--- src/rtl/mux4_rr_arbiter.sv ---
`default_nettype none
// ============================================================================
// Module   : mux4_rr_arbiter
// Brief    : Round-robin arbiter driving the 2-bit select of a 4:1 data mux.
//            Grant is held until a valid/ready transfer, then priority
//            rotates past the served source. Optional macro ARB_LAST_EN adds
//            req_last so a source keeps the grant until its last item.
// Revision : 1.0 - initial release
// ============================================================================
module mux4_rr_arbiter #(
    parameter int RESET_PTR = 0
) (
    input  logic       clk,
    input  logic       rst,
    input  logic [3:0] req,
`ifdef ARB_LAST_EN
    input  logic [3:0] req_last,
`endif
    input  logic       out_ready,
    output logic [3:0] grant,
    output logic [1:0] sel,
    output logic       out_valid
);

    localparam logic [0:0] c_IDLE      = 1'b0;
    localparam logic [0:0] c_GRANT     = 1'b1;
    localparam logic [1:0] c_RESET_PTR = RESET_PTR[1:0];

    logic [0:0] r_state;
    logic [1:0] r_ptr;
    logic [3:0] r_grant;
    logic [1:0] r_sel;
    logic       r_valid;

    logic [0:0] w_state_nxt;
    logic [1:0] w_ptr_nxt;
    logic [3:0] w_grant_nxt;
    logic [1:0] w_sel_nxt;
    logic       w_valid_nxt;

    logic       w_xfer;
    logic       w_last;
    logic [1:0] w_rot_ptr;
    logic [1:0] w_hunt_ptr;
    logic [2:0] w_hit;

    // Returns {found, index} of the first requester at or after ptr (mod 4).
    function automatic logic [2:0] f_search(input logic [1:0] ptr,
                                            input logic [3:0] req_v);
        logic [1:0] idx;
        f_search = 3'b000;
        for (int k = 3; k >= 0; k--) begin
            idx = ptr + 2'(k);
            if (req_v[idx]) begin
                f_search = {1'b1, idx};
            end
        end
    endfunction

    always_ff @(posedge clk or posedge rst) begin
        if (rst) begin
            r_state <= c_IDLE;
            r_ptr   <= c_RESET_PTR;
            r_grant <= 4'b0000;
            r_sel   <= c_RESET_PTR;
            r_valid <= 1'b0;
        end else begin
            r_state <= w_state_nxt;
            r_ptr   <= w_ptr_nxt;
            r_grant <= w_grant_nxt;
            r_sel   <= w_sel_nxt;
            r_valid <= w_valid_nxt;
        end
    end

    always_comb begin
        w_state_nxt = r_state;
        w_ptr_nxt   = r_ptr;
        w_grant_nxt = r_grant;
        w_sel_nxt   = r_sel;
        w_valid_nxt = r_valid;

        w_xfer    = r_valid & out_ready;
`ifdef ARB_LAST_EN
        w_last    = req_last[r_sel];
`else
        w_last    = 1'b1;
`endif
        w_rot_ptr = r_sel + 2'd1;
        // After a completed transfer the search already starts past the
        // served source, so back-to-back grants need no idle bubble.
        w_hunt_ptr = (r_state == c_GRANT) ? w_rot_ptr : r_ptr;
        w_hit      = f_search(w_hunt_ptr, req);

        case (r_state)
            c_IDLE: begin
                if (w_hit[2]) begin
                    w_state_nxt = c_GRANT;
                    w_grant_nxt = 4'b0001 << w_hit[1:0];
                    w_sel_nxt   = w_hit[1:0];
                    w_valid_nxt = 1'b1;
                end
            end
            c_GRANT: begin
                if (w_xfer && w_last) begin
                    w_ptr_nxt = w_rot_ptr;
                    if (w_hit[2]) begin
                        w_grant_nxt = 4'b0001 << w_hit[1:0];
                        w_sel_nxt   = w_hit[1:0];
                    end else begin
                        w_state_nxt = c_IDLE;
                        w_grant_nxt = 4'b0000;
                        w_valid_nxt = 1'b0;
                    end
                end else if (!req[r_sel]) begin
                    // Abandoned (or a non-last item with the request gone):
                    // release and demote the source that walked away.
                    w_ptr_nxt   = w_rot_ptr;
                    w_state_nxt = c_IDLE;
                    w_grant_nxt = 4'b0000;
                    w_valid_nxt = 1'b0;
                end
            end
            default: begin
                w_state_nxt = c_IDLE;
                w_grant_nxt = 4'b0000;
                w_valid_nxt = 1'b0;
            end
        endcase
    end

    assign grant     = r_grant;
    assign sel       = r_sel;
    assign out_valid = r_valid;

endmodule
`default_nettype wire

--- config.mk ---
export PLATFORM = sky130hd
export DESIGN_NAME = mux4_rr_arbiter
export DESIGN_NICKNAME = d
export VERILOG_FILES = /design/src/rtl/mux4_rr_arbiter.sv
export SDC_FILE = /design/constraint.sdc
export NUM_CORES = 1
export LEC_CHECK = 0
export ABC_AREA = 1
export CAP_MARGIN = 10
export CORE_MARGIN = 4
export CORE_UTILIZATION = 54
export CTS_CLUSTER_DIAMETER = 80
export CTS_CLUSTER_SIZE = 8
export DETAILED_ROUTE_END_ITERATION = 12
export PLACE_DENSITY = 0.83
export SYNTH_ARGS = -nofsm -noshare
export SYNTH_HDL_FRONTEND = slang
export SYNTH_SLANG_ARGS = --single-unit
--- constraint.sdc ---
create_clock -name clk -period 3.6 [get_ports clk]
set_clock_uncertainty 0.05 [all_clocks]
set_input_delay 0.36 -clock clk [delete_from_list [all_inputs] [get_ports clk]]
set_output_delay 0.36 -clock clk [all_outputs]
set_load 0.05 [all_outputs]
==> implementation parameters <==
Parameter                              Value

Synthesis
  Number of warnings reported in the yosys synthesis log ... 0
  Portion of the post-synthesis area used by sequential elements ... approximately a third
  Yosys top cell by area ... sky130_fd_sc_hd__dfrtp_1
  Library cells used by synthesis ... 17
  Largest cells by area after synthesis ... sky130_fd_sc_hd__dfrtp_1 (32%), sky130_fd_sc_hd__nand2_1 (27%), sky130_fd_sc_hd__nand3_1 (8.9%)
  Mapped Area ... around 790 µm²
  Post-synthesis average cell area ... a little over 6 µm²
  Synthesized instance count ... approximately 130
  Area share of the leading cell type in the synthesized netlist ... between 30% and 40%
  Mapped Nets ... around 140
  Synthesized flop and latch total ... 10

Placed design
  Routability congestion estimate from global placement ... approximately 1
  Cell count after placement ... between 150 and 200
  IO buf count ... 13
  Placed wire-length estimate after detailed placement ... 1390 µm

Clock network
  Post-CTS Setup Repair Bufs ... 0
  H-tree levels ... 1
  # resized after CTS ... 0
  TritonCTS clock tree ... done
  Root buffer selected by CTS ... sky130_fd_sc_hd__clkbuf_4
  Number of clock sinks ... 10
  Clock latency on the worst-skew pair ... between 200 and 300 ps
  Cts-stage hold buffer count ... 0
  Clock transition time at the flip-flop clock pins of the worst setup and hold paths ... roughly 60 ps
  Number of buffers created by CTS ... 3
  Number of buffers between clock root and the deepest sink ... 2

Layout
  Share of layout cells above drive strength 1 ... about 8.5%
  # fillers ... about 110
  Non-Filler Instances ... ~160
  Post-synthesis to final-layout area growth ... 19.33%
  Number of nets at the end of the flow ... between 150 and 200
  Antenna cell count ... 0

Critical path
  Maximum cell stage delay along the critical path ... 620 ps
  Worst EP arrival ... around 2400 ps
  WP data required ... 3760 ps
  Type of destination of the critical path ... flip-flop
  Worst Setup Start Kind ... flip-flop
  CP Buf/Inv Count ... 0
  Maximum fanout along the worst path ... 11
  Slowest stage cell on the critical path ... sky130_fd_sc_hd__o21ai_1
  Cell-by-cell trace of the critical path ... o21ai_1 -> nand3_1 -> nand3_1 -> nand2_1 -> nand2_2 -> nand2_1 -> o21ai_0 -> nand3_1 -> nand2_1
  Cell family contributing the most delay on the critical path ... compound AO/OA/AOI/OAI gates
  Crit Path Category ... flip-flop to flip-flop

Timing
  Final Setup Violations ... 0
  Sum of negative setup slack ... 0 ps
  Period utilisation layout ... between 60% and 70%
  Final number of max-transition violations ... 0
  Worst slew pin tran ... between 700 and 800 ps
  Unrepaired setup endpoints after global routing ... no
  Final-report hold violation count ... 0
  Rel. slew slack ... roughly half
  Maximum frequency from static timing analysis ... approximately 0.45 GHz
  Final min period ... around 2200 ps

Floorplan
  Core region area ... 0.001334 mm²
  Die height ... ~46 µm
  Starting density of the core ... between 50% and 60%
  FP Rows ... 13
  Count of pins on the block boundary ... 14
  Area of the die ... roughly 0.0021 mm²
  Width of the chip ... about 46 µm

Run
  Max-cap violations ... 0

GRT
  Number of global-route vias before repair ... between 700 and 800
  Initial antenna violation count ... 0
  GRT met3 Usage ... 5.859%
  Routing layer with the top usage in global route ... met2
  First-pass GRT wire length ... about 2900 µm
  Pin count of the biggest net entering global routing ... 12
  Global-route total usage across every layer ... a little under a fifth
  GR Layer Usage met1 ... around a quarter
  Met2 capacity usage during global routing ... about 29%
  Congestion Overflow GR ... 0

Route
  Number of iterations in the first detailed-routing pass ... 4
  Via-to-Cell Ratio ... between 5 and 6
  Number of remaining DRC errors ... 0
  WL/cell ... 10.90 µm
  Total number of vias ... just over 800
  Antenna-violating nets left ... 0
  Drt first-iter violations ... 21
  Sum of routed wire length over all layers ... 1711 µm

Worst hold path
  Type of the most critical hold path ... input port to async pin

Status
  Run status ... finished clean
-- registers in the layout, summed over array words and instances (netlist names) --
name	flops
grant	4
r_ptr	2
sel	2
out_valid	1
r_state	1
-- routing by layer --
layer	share of wire [%]	vias to the layer above
li1	-	436
met1	47	357
met2	47	18
met3	4.8	4
met4	1.3	0
met5	0	-
-- final timing paths --
| kind | from | end | slack [ps] | depth (start not counted) |
|---|---|---|---|---|
| min in group clk | grant[2] | grant[2] | 440 | 2 |
| hold reg to reg | grant[2] | grant[2] | 440 | 2 |
| setup / recovery | r_state | grant[1] | 1390 | 9 |
| max in group asynchronous | rst | r_ptr[1] | 2900 | 2 |
| setup reg to reg | r_state | grant[1] | 1390 | 9 |
| hold / removal | rst | sel[1] | 320 | 2 |
-- per-stage QoR --
stage / util (%) / setup slack, ps / instance area [µm²] / hold slack, ps
5_1_grt: 70.64 / 1152 / 942.2 / 340.3
2_1_floorplan: - / 1565 / 789.5 / 150.2
4_1_cts: 70.64 / 1409 / 942.2 / 327.4
3_5_place_dp: 68.95 / 1422 / 919.6 / 425.2
6_report: 70.64 / 1392 / 942.2 / 318.5
3_3_place_gp: 68.95 / 1484 / 919.6 / 416.9
-- Yosys cell counts --
master	instances
sky130_fd_sc_hd__o21ai_1	4
sky130_fd_sc_hd__a21oi_1	5
sky130_fd_sc_hd__inv_1	16
sky130_fd_sc_hd__buf_4	1
sky130_fd_sc_hd__o22ai_1	1
sky130_fd_sc_hd__nand4_1	2
sky130_fd_sc_hd__o21ai_0	6
sky130_fd_sc_hd__nand3_1	14
sky130_fd_sc_hd__buf_6	1
sky130_fd_sc_hd__nand2_1	57
sky130_fd_sc_hd__or2_2	1
sky130_fd_sc_hd__nor2_4	3
sky130_fd_sc_hd__nor2_1	2
sky130_fd_sc_hd__nand3_2	1
sky130_fd_sc_hd__dfrtp_1	10
sky130_fd_sc_hd__nand2_2	3
sky130_fd_sc_hd__nor2_2	1
-- final cells by class --
class,instances,area [µm²],area share (%)
Clock buffer,3,22.52,2.390
Tap cell,15,18.77,1.992
Sequential cell,10,250.2,26.56
Inverter,16,60.06,6.374
Multi-Input combinational cell,100,460.4,48.87
Timing Repair Buffer,13,130.1,13.81
-- cell families (layout without fill, tap and decap cells) --
family | after synthesis | in the layout | synth area share (%)
DFF | 10 | 10 | 31.70
AOI/OAI and AO/OA | 16 | 16 | 10.30
buffers and inverters | 18 | 32 | 9.985
and+or+nand+nor | 84 | 84 | 48.02
-- layout by cell type (no fill, tap or decap) --
| master | netlist | routed |
|---|---|---|
| sky130_fd_sc_hd__nand3_2 | 1 | 1 |
| sky130_fd_sc_hd__clkbuf_4 | 0 | 3 |
| sky130_fd_sc_hd__nand4_1 | 2 | 2 |
| sky130_fd_sc_hd__clkdlybuf4s50_1 | 0 | 13 |
| sky130_fd_sc_hd__nor2_4 | 3 | 3 |
| sky130_fd_sc_hd__or2_2 | 1 | 1 |
| sky130_fd_sc_hd__nand2_2 | 3 | 3 |
| sky130_fd_sc_hd__o21ai_1 | 4 | 4 |
| sky130_fd_sc_hd__o21ai_0 | 6 | 6 |
| sky130_fd_sc_hd__nor2_1 | 2 | 2 |
| sky130_fd_sc_hd__nand3_1 | 14 | 14 |
| sky130_fd_sc_hd__o22ai_1 | 1 | 1 |
| sky130_fd_sc_hd__nand2_1 | 57 | 57 |
| sky130_fd_sc_hd__nor2_2 | 1 | 1 |
| sky130_fd_sc_hd__dfrtp_1 | 10 | 10 |
| sky130_fd_sc_hd__inv_1 | 16 | 16 |
| sky130_fd_sc_hd__a21oi_1 | 5 | 5 |
Power is not shown: default switching activity piles up to over one toggle a cycle in this logic, so the estimate is an artifact.
